$ cat src/rtl/instr_encoder.sv
// RV32I instruction encoder: two-stage valid/ready pipeline packing fields into a 32-bit word.
// Define ENC_RANGE_CHECK_EN to enable immediate range checking (o_err / o_err_cnt live).
module instr_encoder (
  input  logic        i_clk,
  input  logic        i_rst_n,
  input  logic        i_valid,
  output logic        o_ready,
  input  logic [2:0]  i_fmt,
  input  logic [6:0]  i_opcode,
  input  logic [4:0]  i_rd,
  input  logic [4:0]  i_rs1,
  input  logic [4:0]  i_rs2,
  input  logic [2:0]  i_funct3,
  input  logic [6:0]  i_funct7,
  input  logic [31:0] i_imm,
  output logic        o_valid,
  input  logic        i_ready,
  output logic [31:0] o_instr,
  output logic        o_err,
  output logic [15:0] o_word_cnt,
  output logic [7:0]  o_err_cnt
);

  localparam logic [2:0] FMT_R  = 3'd0;
  localparam logic [2:0] FMT_I  = 3'd1;
  localparam logic [2:0] FMT_SH = 3'd2;
  localparam logic [2:0] FMT_S  = 3'd3;
  localparam logic [2:0] FMT_B  = 3'd4;
  localparam logic [2:0] FMT_U  = 3'd5;
  localparam logic [2:0] FMT_J  = 3'd6;
  localparam logic [31:0] NOP_WORD = 32'h0000_0013;

  // Handshake: a stage advances when it is empty or the stage after it advances;
  // a transfer happens on any cycle where valid and ready are both high, and the
  // producer keeps its payload stable while valid is high and ready is low.
  logic stage_a_adv;
  logic stage_b_adv;
  logic deliver;

  logic        a_valid;
  logic [2:0]  a_fmt;
  logic [6:0]  a_opcode;
  logic [4:0]  a_rd;
  logic [4:0]  a_rs1;
  logic [4:0]  a_rs2;
  logic [2:0]  a_funct3;
  logic [6:0]  a_funct7;
  logic [31:0] a_imm;

  logic        b_valid;
  logic [31:0] b_instr;
  logic [31:0] packed_word;
  logic [15:0] word_cnt;

  assign stage_b_adv = !b_valid || i_ready;
  assign stage_a_adv = !a_valid || stage_b_adv;
  assign o_ready     = stage_a_adv;
  assign deliver     = b_valid && i_ready;

  always_ff @(posedge i_clk or negedge i_rst_n) begin
    if (!i_rst_n) begin
      a_valid  <= 1'b0;
      a_fmt    <= 3'd0;
      a_opcode <= 7'd0;
      a_rd     <= 5'd0;
      a_rs1    <= 5'd0;
      a_rs2    <= 5'd0;
      a_funct3 <= 3'd0;
      a_funct7 <= 7'd0;
      a_imm    <= 32'd0;
    end else if (stage_a_adv) begin
      a_valid <= i_valid;
      if (i_valid) begin
        a_fmt    <= i_fmt;
        a_opcode <= i_opcode;
        a_rd     <= i_rd;
        a_rs1    <= i_rs1;
        a_rs2    <= i_rs2;
        a_funct3 <= i_funct3;
        a_funct7 <= i_funct7;
        a_imm    <= i_imm;
      end
    end
  end

  // Out-of-range immediates are still packed, simply truncated to the field bits.
  always_comb begin
    packed_word = NOP_WORD;
    case (a_fmt)
      FMT_R:  packed_word = {a_funct7, a_rs2, a_rs1, a_funct3, a_rd, a_opcode};
      FMT_I:  packed_word = {a_imm[11:0], a_rs1, a_funct3, a_rd, a_opcode};
      FMT_SH: packed_word = {a_funct7, a_imm[4:0], a_rs1, a_funct3, a_rd, a_opcode};
      FMT_S:  packed_word = {a_imm[11:5], a_rs2, a_rs1, a_funct3, a_imm[4:0], a_opcode};
      FMT_B:  packed_word = {a_imm[12], a_imm[10:5], a_rs2, a_rs1, a_funct3,
                             a_imm[4:1], a_imm[11], a_opcode};
      FMT_U:  packed_word = {a_imm[31:12], a_rd, a_opcode};
      FMT_J:  packed_word = {a_imm[20], a_imm[10:1], a_imm[11], a_imm[19:12],
                             a_rd, a_opcode};
      default: packed_word = NOP_WORD;
    endcase
  end

  always_ff @(posedge i_clk or negedge i_rst_n) begin
    if (!i_rst_n) begin
      b_valid <= 1'b0;
      b_instr <= 32'd0;
    end else if (stage_b_adv) begin
      b_valid <= a_valid;
      if (a_valid) begin
        b_instr <= packed_word;
      end
    end
  end

  always_ff @(posedge i_clk or negedge i_rst_n) begin
    if (!i_rst_n) begin
      word_cnt <= 16'd0;
    end else if (deliver) begin
      word_cnt <= word_cnt + 16'd1;
    end
  end

  assign o_valid    = b_valid;
  assign o_instr    = b_instr;
  assign o_word_cnt = word_cnt;

`ifdef ENC_RANGE_CHECK_EN
  logic       range_err;
  logic       fits12;
  logic       fits13;
  logic       fits21;
  logic       a_err;
  logic       b_err;
  logic [7:0] err_cnt;

  // Sign-extension checks: the bits above the field must all equal its sign bit.
  assign fits12 = (i_imm[31:11] == 21'd0) || (i_imm[31:11] == {21{1'b1}});
  assign fits13 = (i_imm[31:12] == 20'd0) || (i_imm[31:12] == {20{1'b1}});
  assign fits21 = (i_imm[31:20] == 12'd0) || (i_imm[31:20] == {12{1'b1}});

  always_comb begin
    range_err = 1'b1;
    case (i_fmt)
      FMT_R:         range_err = 1'b0;
      FMT_I, FMT_S:  range_err = !fits12;
      FMT_SH:        range_err = (i_imm[31:5] != 27'd0);
      FMT_B:         range_err = i_imm[0] || !fits13;
      FMT_U:         range_err = (i_imm[11:0] != 12'd0);
      FMT_J:         range_err = i_imm[0] || !fits21;
      default:       range_err = 1'b1;
    endcase
  end

  always_ff @(posedge i_clk or negedge i_rst_n) begin
    if (!i_rst_n) begin
      a_err <= 1'b0;
    end else if (stage_a_adv && i_valid) begin
      a_err <= range_err;
    end
  end

  always_ff @(posedge i_clk or negedge i_rst_n) begin
    if (!i_rst_n) begin
      b_err <= 1'b0;
    end else if (stage_b_adv && a_valid) begin
      b_err <= a_err;
    end
  end

  always_ff @(posedge i_clk or negedge i_rst_n) begin
    if (!i_rst_n) begin
      err_cnt <= 8'd0;
    end else if (deliver && b_err && (err_cnt != 8'hFF)) begin
      err_cnt <= err_cnt + 8'd1;
    end
  end

  assign o_err     = b_err;
  assign o_err_cnt = err_cnt;
`else
  assign o_err     = 1'b0;
  assign o_err_cnt = 8'd0;
`endif

endmodule

$ cat config.mk
export PLATFORM = sky130hd
export DESIGN_NAME = instr_encoder
export DESIGN_NICKNAME = d
export VERILOG_FILES = /design/src/rtl/instr_encoder.sv
export SDC_FILE = /design/constraint.sdc
export NUM_CORES = 1
export LEC_CHECK = 0
export CAP_MARGIN = 40
export CORE_MARGIN = 5
export CORE_UTILIZATION = 54
export DETAILED_ROUTE_END_ITERATION = 6
export PLACE_DENSITY_LB_ADDON = 0.2
export SYNTH_ARGS = -nofsm -noshare
export SYNTH_HDL_FRONTEND = slang
export SYNTH_SLANG_ARGS = --single-unit
export TNS_END_PERCENT = 10
$ cat constraint.sdc
create_clock -name i_clk -period 2.5 [get_ports i_clk]
set_input_delay 0.75 -clock i_clk [delete_from_list [all_inputs] [get_ports i_clk]]
set_output_delay 0.75 -clock i_clk [all_outputs]
set_load 0.02 [all_outputs]
# After elaboration in Yosys (flattened, before gate mapping)
# Cells that the tools add are included.
# classes
n_mux	1
addsub	1
n_eq_ne	6
n_reduce_logical	8
# op_table
operator	count
$pmux 32 s7	1
$add 16x1->16 const B	1
$eq 3x3->1 const B	3
$eq 3x2->1 const B	2
$reduce_and 2->1	2
$eq 3x1->1 const B	1
$logic_not 3->1	1
$logic_not 1->1	2
$logic_or 1x1->1	2
$logic_and 1x1->1	1
# totals
inputBits	71
register_bits	117
word_cells	28
out_inout_bits	59

# Logic depth before layout (Yosys ltp)
# Gate-level depths: netlist of run 1.
# logic_depth
depth_word	4
ltp_mapped	7
ltp_nobuf	5

# Worst setup path after synthesis of run 1
# No wires, ideal clock.
# synth_path
path_type	input -> register
from	input i_ready
to	register a_funct7[0]
arrival_time_ns	1.820
slack_ns	0.555
path_buffers	2
cell_stages	6
path_cell_list	nand2b_4 -> or2_4 -> nand2_4 -> buf_12 -> buf_12 -> mux2_4
# synth_via
elab_chain_cells	3
# synth_lines
element	line_no	source
from (decl)	17	input logic i_ready,
$logic_or 1x1->1	55	assign stage_b_adv = !b_valid || i_ready;
$logic_or 1x1->1	56	assign stage_a_adv = !a_valid || stage_b_adv;
via o_ready	7	output logic o_ready,
$reduce_and 2->1 (no source line)	--	
to (signal assigned)	80	a_funct7 <= i_funct7;
to (decl)	47	logic [6:0] a_funct7;
# The timed path passes the listed nets, and every way through them passes these cells.
# A chain may end at the register's enable or synchronous reset.

# Worst setup path in the final report of run 1
# layout_path
from	input i_ready
to	output o_ready
# layout_via
elab_chain_cells	2
# layout_lines
element	line_no
$logic_or 1x1->1	55
$logic_or 1x1->1	56
to (decl)	7
# Every way passes these cells.

==> results of run 1 <==
## layout by cell type, fill, tap and decap left out, drive strengths merged
master	n
a21oi	15
mux2i	6
xnor2	9
clkdlybuf4s50	118
bufinv	4
o211ai	4
nand3	22
clkinv	4
mux2	73
buf	18
nand2	27
clkinvlp	4
a221o	1
nor3	1
ha	1
a32o	4
and3	4
nand4	2
nor2	7
nand3b	7
inv	4
dfrtp	117
clkbuf	20
xor2	6
a221oi	8
nor4	2
o22a	3
conb	9
nand2b	15
or2	2
a22o	10
a22oi	7
o21ai	22
a211o	4
and2	2
a211oi	7
nor2b	11
and2b	1
## worst max-delay path by stage
stage	startpoint	endpoint	slack, ns
floorplan	i_ready	a_funct7[0]	0.56
global placement	i_ready	o_ready	-0.33
detailed placement	i_ready	o_ready	-0.35
CTS	i_ready	o_ready	0.02
global route	i_ready	o_ready	0.003
finish	i_ready	o_ready	0.02
## through the flow
step | TNS [ns] | cell area (um^2) | util, %
after global routing | 0 | 7456 | 73.54
after global placement | -0.3313 | 6835 | 67.42
after detailed placement | -0.8688 | 6835 | 67.42
final | 0 | 7456 | 73.54
after floorplan | 0 | 5554 | -
after CTS | 0 | 7453 | 73.52
## cell type report
cell class | count | area (um^2) | share of cell area, %
well taps | 136 | 170.2 | 2.282
clock buffers | 20 | 445.4 | 5.974
clock inverters | 12 | 177.7 | 2.383
flip-flops and latches | 117 | 2928 | 39.27
multi-input cells | 292 | 2328 | 31.23
repair buffers | 136 | 1391 | 18.66
inverters | 4 | 15.01 | 0.2014
## metal layers
metal  vias up  GRT usage, %  share of wire, %
met3        14         5.240               6.1
li1       1826             -                 -
met1      1944         28.43                44
met2       140         33.58                49
met5         -             0                 0
met4         0         6.894               1.1
## logic make-up (layout without fill, tap and decap cells)
logic type,after synthesis,in the layout,share of synthesized area [%]
other cells,1,9,0.06789
fa+ha+maj,1,1,0.2265
mux,79,79,18.01
flops,117,117,53.00
simple gates,103,103,10.26
compound gates,85,85,10.67
xor+xnor,15,15,2.378
buf+inv,43,172,5.391
## report_power, final
part           internal, mW  switching, mW  leakage, nW
Combinational         0.951          0.851         1.54
Sequential             2.26          0.292         1.41
Clock                  1.67          0.857        0.293
Total                  4.88           2.00         3.23
## state kept, by name (all words and copies together) (netlist names), 3 cells and up
name	cells
a_fmt	3
a_funct3	3
a_funct7	7
a_imm	32
a_opcode	7
a_rd	5
a_rs1	5
a_rs2	5
o_instr	32
o_word_cnt	16
## repair_timing
item / CTS / global route
pin swaps: 0 / 0
hold endpoints to repair: 0 / 0
gates resized for setup: 4 / 1
setup endpoints to repair: 1 / 1
buffers inserted: 0 / 0
==> reports/metrics.yaml, run 1 <==
max-clock-path-buffers: 2
fin_ws_ns: 0.02438
finClkSkew_ns: 0.006664
ff2ff_path_depth: 5
syn_inst: 444
crit_fanout: 2
area_growth_pct: 34.97
routedWlPerCell_um: 17.93
grt_pass1_vias: 4045
power_density_mw_per_mm2: 922.8
ant_nets: 0
cp-start-kind: "input pin"
netlist_area_mm2: 0.005524
max_freq_ghz: 0.4039
wirelength_um: 12860
p_leak_nw: 3.234
path_depth: 4
tightest_slew_ns: 0.7121
die-width_um: 111.1
r2r_slack_ns: 0.56
antenna_cells: 0
ys_types: 44
ys_seq_elements: 117
final_nets: 640
crit_slowest_cell: "clkdlybuf4s50_1"
fin_cells: 717
final.period_utilization_pct: 99.02
antenna_found_initial: 0
cts_buffers: 17
power_mw: 6.881
vias_per_cell: 5.473
synth_largest_area_cell: "dfrtp_1"
hold_path_class: "input pin to asynchronous set/reset pin"
place_congestion: 0.7567
synthTopCellsByArea: "dfrtp_1 (53%), mux2_2 (8.8%), mux2_4 (8.2%), buf_4 (2.2%), nand3_1 (2.0%)"
r2r-start: "a_fmt[2]"
clockRootBuffer: "clkbuf_8"
worstPathCellList: "clkdlybuf4s50_1 -> nand2b_4 -> or2_4 -> buf_4"
synthMostInstantiatedCell: "dfrtp_1"
place_ws_ns: -0.3511
drcViolationCount: 0
ys_top_cells_by_count: "dfrtp_1 (117), mux2_2 (43), mux2_4 (30), nand2_1 (26), nand3_1 (22)"
vias: 3924
setup_violations: 0
htree_levels: 4
crit-reg2reg-capture: "o_instr[31]"
max_stage_delay_ns: 0.44
cpLargestDelayFamily: "buffers and inverters"
rows: 37
slew_headroom_pct: 52.31
grt.overflow.total: 0
synth_edf_count: 0
ir_worst_vdd_mv: 0.5307
grt_pass1_wl_um: 20970
hold_viol_final: 0
ys_seq_area_share_pct: 53.00
grt_max_degree: 52
drv_slew: 0
path_clk_slew_ns: 0.06
ys.flop_type: "dfrtp_1"
rsz0062_at_grt: "no"
io_buffers: 120
dieArea_mm2: 0.01235
critPathRequiredTime_ns: 1.75
holdWs_ns: 0.1579
clock_sinks: 117
hpwl_um: 8909
die_h_um: 111.1
drive_gt1_share_pct: 21.86
n_fill_cell: 704
track_usage_pct: 21.06
tritoncts: "done"
drt_pass1_iterations: 4
end_kind: "primary output"
dp.cells: 685
synth_top_area_share_pct: 53.00
status: "finished, final reports clean"
synth_warnings: 0
worstPathArrival_ns: 1.73
initial_utilization_pct: 54.49
async_flop_share_pct: 100.0
clock_latency_ns: 0.51
critical_path_class: "input pin to primary output"
drt_iter0_markers: 248
crit_buf_inv: 2
core_area_mm2: 0.01014
synth_area_per_cell_um2: 12.44
ios: 130
ctsHoldBuffers: 0
period_needed_ns: 2.476
maxCapViolations: 0
(Power assumes the default switching activity.)
==> run 2: changes to the inputs <==
CAP_MARGIN = 20   (was 40)
CORE_UTILIZATION = 45   (was 54)
==> reports/metrics.yaml, run 2 (synthesis gave the netlist of run 1 again) <==
worstPathCellList: "clkdlybuf4s50_1"
htree_levels: 4  # unchanged
rsz0062_at_grt: "no"
power_mw: 6.492  # -5.7%
crit_slowest_cell: "clkdlybuf4s50_1"
ant_nets: 0  # unchanged
antenna_cells: 0  # unchanged
hold_viol_final: 0  # unchanged
tightest_slew_ns: 0.6380  # -0.07413 ns
power_density_mw_per_mm2: 879.7  # -4.7%
drv_slew: 0  # unchanged
core_area_mm2: 0.01201  # +18%
drt_iter0_markers: 351  # +42%
initial_utilization_pct: 45.99  # -8.5 points
crit-reg2reg-capture: "o_instr[31]"
final.period_utilization_pct: 89.85  # -9.2 points
place_congestion: 0.8274  # +9.3%
worstPathArrival_ns: 1.50  # -0.23 ns
cpLargestDelayFamily: "buffers and inverters"
maxCapViolations: 0  # unchanged
p_leak_nw: 3.226  # -0.25%
max_freq_ghz: 0.4452  # +10%
max_stage_delay_ns: 0.64  # +0.20 ns
critPathRequiredTime_ns: 1.75  # about the same
period_needed_ns: 2.246  # -0.2293 ns
final_cell_mix: "dfrtp_1 (117), clkdlybuf4s50_1 (117), mux2_2 (43)"
final_nets: 645  # +0.78%
r2r-start: "a_fmt[2]"
io_buffers: 120  # unchanged
routedWlPerCell_um: 17.23  # -3.9%
clockRootBuffer: "clkbuf_16"
rows: 40  # +8.1%
critical_path_class: "register to primary output"
max-clock-path-buffers: 2  # unchanged
slew_headroom_pct: 57.42  # +5.1 points
vias: 3883  # -1.0%
crit_fanout: 5  # +3
grt_pass1_wl_um: 20560  # -2.0%
cp-start-kind: "register"
drive_gt1_share_pct: 21.75  # -0.11 points
antenna_found_initial: 0  # unchanged
end_kind: "primary output"
crit_buf_inv: 1  # -1
path_clk_slew_ns: 0.05  # about the same
holdWs_ns: 0.4146  # +0.2566 ns
tritoncts: "done"
drt_pass1_iterations: 4  # unchanged
drcViolationCount: 0  # unchanged
ff2ff_path_depth: 5  # unchanged
ir_worst_vdd_mv: 0.3746  # -29%
hpwl_um: 8915  # about the same
setup_violations: 0  # unchanged
wirelength_um: 12600  # -2.0%
area_growth_pct: 33.59
clock_sinks: 117  # unchanged
die-width_um: 120.8  # +8.7%
clock_latency_ns: 0.41  # -0.10 ns
post_cts_buffers: 0  # unchanged
hold_path_class: "input pin to asynchronous set/reset pin"
track_usage_pct: 18.03  # -3.0 points
ios: 130  # unchanged
cts_buffers: 17  # unchanged
grt_pass1_vias: 3944  # -2.5%
status: "finished, final reports clean"
dieArea_mm2: 0.01459  # +18%
finClkSkew_ns: 0.005982  # -0.0006826 ns
n_fill_cell: 967  # +37%
die_h_um: 120.8  # +8.7%
vias_per_cell: 5.312  # -2.9%
grt_max_degree: 118  # +130%
grt.overflow.total: 0  # unchanged
setup.worst_path.start: "o_valid"
r2r_slack_ns: 0.66  # +0.10 ns
-- run 2: cell types whose count changed in the layout (fill, tap and decap cells not counted) --
cell,previous run,this run
buf_4,12,18
bufinv_16,4,0
clkinvlp_4,4,0
clkbuf_1,1,4
clkinv_2,2,5
buf_12,6,4
clkinv_4,2,0
buf_2,0,1
clkbuf_16,16,17
clkbuf_8,3,4
clkdlybuf4s50_1,118,117
dlymetal6s2s_1,0,1
-- run 2: area by class of cell --
type                            count  area, um^2  area share [%]
Clock inverter                      5       25.02          0.3391
Multi-Input combinational cell    292        2328           31.55
Timing Repair Buffer              141        1404           19.02
Tap cell                          147       183.9           2.492
Inverter                            4       15.01          0.2035
Sequential cell                   117        2928           39.67
Clock buffer                       25       495.5           6.714
-- run 2: through the flow --
stage	setup TNS [ns]	setup slack, ns	instances	utilization (%)	cell area (um^2)
final	0	0.2537	731	61.44	7380
after global routing	0	0.2088	731	61.44	7380
after CTS	0	0.02345	731	61.42	7377
after detailed placement	-0.6951	-0.3468	701	57.13	6862
after global placement	-0.3293	-0.3293	701	57.13	6862
after floorplan	0	0.5552	452	-	5554
-- run 2: worst reg2reg max path, cell delays in order (launching register included) --
cell and delay, ns:
dfrtp_1 0.35, buf_4 0.29, inv_1 0.37, a22oi_1 0.25
o21ai_0 0.12, a221o_1 0.34
-- run 2: what timing repair did --
| item | 4_1_cts | 5_1_grt |
|---|---|---|
| endpoints found under the setup margin | 1 | 1 |
| hold buffers | 0 | 0 |
| gates resized for setup | 4 | 1 |
-- run 2: how the worst max path moves through the flow --
stage	end	slack [ns]	cells after the start
after floorplan	a_funct7[0]	0.56	6
after global placement	o_ready	-0.33	4
after detailed placement	o_ready	-0.35	4
after CTS	o_ready	0.02	4
after global routing	o_valid	0.21	1
final	o_valid	0.25	1
-- run 2: power by group --
group / leakage (nW) / switching, mW / internal (mW)
Combinational: 1.56 / 0.848 / 0.961
Clock: 0.263 / 0.784 / 1.35
Sequential: 1.41 / 0.288 / 2.26
-- run 2: layer usage --
metal	up-vias	global-route usage, %	part of all wire, %
met1	1893	25.63	48
met5	-	0	0
met2	134	26.27	45
met3	20	4.537	5.4
li1	1836	-	-
met4	0	7.436	1.9
==> run 3: changes to the inputs <==
HOLD_SLACK_MARGIN = 0.15   (was unset)
MAX_ROUTING_LAYER = met4   (was unset)
PLACE_DENSITY = 0.75   (was unset)
PLACE_DENSITY_LB_ADDON = unset   (was 0.2)
==> reports/metrics.yaml, run 3 (synthesis gave the netlist of run 1 again) <==
die-width_um: 120.8  # unchanged
dieArea_mm2: 0.01459  # unchanged
die_h_um: 120.8  # unchanged
final_cell_mix: "clkdlybuf4s50_1 (118), dfrtp_1 (117), mux2_2 (43)"
maxCapViolations: 0  # unchanged
critPathRequiredTime_ns: 1.75  # about the same
drt_iter0_markers: 296  # -16%
grt_pass1_vias: 4013  # +1.7%
clock_sinks: 117  # unchanged
antenna_found_initial: 0  # unchanged
power_mw: 6.905  # +6.4%
clock_latency_ns: 0.40  # about the same
drive_gt1_share_pct: 21.55  # -0.19 points
status: "finished, final reports clean"
place_congestion: 0.8674  # +4.8%
slew_headroom_pct: 52.62  # -4.8 points
drv_slew: 0  # unchanged
end_kind: "primary output"
hold_path_class: "input pin to asynchronous set/reset pin"
fin_setup_tns_ns: 0  # unchanged
ant_nets: 0  # unchanged
setup_violations: 0  # unchanged
worstPathCellList: "clkdlybuf4s50_1 -> nand2b_4 -> or2_4 -> buf_2"
finClkSkew_ns: 0.006406  # +0.0004243 ns
routedWlPerCell_um: 17.87  # +3.7%
hold_viol_final: 0  # unchanged
cp-start-kind: "input pin"
cts_buffers: 17  # unchanged
clockRootBuffer: "clkbuf_16"
antenna_cells: 0  # unchanged
ctsHoldBuffers: 0  # unchanged
tightest_slew_ns: 0.7075  # +0.06948 ns
final_nets: 640  # -0.78%
max_freq_ghz: 0.4054  # -8.9%
path_clk_slew_ns: 0.05  # about the same
rows: 40  # unchanged
grt.overflow.total: 0  # unchanged
period_needed_ns: 2.467  # +0.2202 ns
ios: 130  # unchanged
worstPathArrival_ns: 1.72  # +0.22 ns
crit_slowest_cell: "clkdlybuf4s50_1"
wirelength_um: 12990  # +3.2%
drt_pass1_iterations: 4  # unchanged
max-clock-path-buffers: 2  # unchanged
vias: 3894  # +0.28%
max_stage_delay_ns: 0.43  # -0.21 ns
grt_pass1_wl_um: 21100  # +2.7%
tritoncts: "done"
initial_utilization_pct: 45.99  # unchanged
core_area_mm2: 0.01201  # unchanged
hpwl_um: 9244  # +3.7%
track_usage_pct: 19.07  # +1.0 points
io_buffers: 120  # unchanged
drcViolationCount: 0  # unchanged
dp.cells: 696  # -0.71%
htree_levels: 4  # unchanged
final.period_utilization_pct: 98.66  # +8.8 points
p_leak_nw: 3.241  # +0.49%
ir_worst_vdd_mv: 0.4794  # +28%
n_fill_cell: 957  # -1.0%
layout_commonest_cell: "clkdlybuf4s50_1"
fin_cells: 727  # -0.55%
grt_max_degree: 50  # -58%
power_density_mw_per_mm2: 924.6  # +5.1%
fin_util_pct: 62.18  # +0.74 points
crit_fanout: 2  # -3
area_growth_pct: 35.20
vias_per_cell: 5.356  # +0.84%
rsz0062_at_grt: "no"
critical_path_class: "input pin to primary output"
run 3: cell count changes in the layout (fill, tap and decap cells not counted), sizes merged:
cell | before | now
clkdlybuf4s50 | 117 | 118
clkbuf | 25 | 22
buf | 23 | 18
clkinv | 5 | 3
dlymetal6s2s | 1 | 0
bufinv | 0 | 4
clkinvlp | 0 | 2
run 3: critical path: cells and delay by family:
family / cells / cell delay, ns
buf+inv: 2 / 0.59
simple gates: 2 / 0.38
run 3: final timing paths:
check / depth (start not counted) / from / end / slack [ns]
max in group asynchronous: 2 / i_rst_n / a_imm[12] / 1.54
worst min-delay path: 1 / i_rst_n / o_word_cnt[11] / 0.32
worst max-delay path: 4 / i_ready / o_ready / 0.03
worst min register to register: 1 / o_word_cnt[15] / o_word_cnt[15] / 0.47
worst max register to register: 5 / a_fmt[2] / o_instr[31] / 0.56
min in group i_clk: 1 / o_word_cnt[15] / o_word_cnt[15] / 0.47
run 3: layout make-up:
class	instances	area, um^2	share of cell area (%)
Clock buffer	22	474.2	6.349
Clock inverter	9	150.1	2.010
Inverter	4	15.01	0.2010
Multi-Input combinational cell	292	2328	31.18
Sequential cell	117	2928	39.20
Tap cell	147	183.9	2.463
Timing Repair Buffer	136	1389	18.60
run 3: what timing repair did:
item / CTS / global route
resized for setup: 4 / 0
setup endpoints to repair: 1 / 0
setup buffers: 0 / 0
run 3: through the flow:
step	hold slack, ns	worst slack, ns	cell area, um^2
global route	0.3381	0.004735	7468
CTS	0.3235	0.02428	7468
floorplan	0.4544	0.5552	5554
global placement	0.4628	-0.3336	6849
finish	0.3184	0.03347	7468
detailed placement	0.4655	-0.3459	6849
run 3: power by group:
| part | internal, mW | leakage [nW] | total [mW] | switching (mW) |
|---|---|---|---|---|
| Sequential | 2.26 | 1.41 | 2.56 | 0.297 |
| Combinational | 0.952 | 1.53 | 1.80 | 0.845 |
| Clock | 1.73 | 0.302 | 2.55 | 0.814 |
| Total | 4.95 | 3.24 | 6.91 | 1.96 |
run 3: routing by layer:
layer  wire length [um]  GRT usage, %  part of all wire, %
met5                  0             -                    0
met4                170         6.091                  1.3
met3                771         5.332                  5.9
met2               6201         28.54                   48
met1               5848         25.33                   45
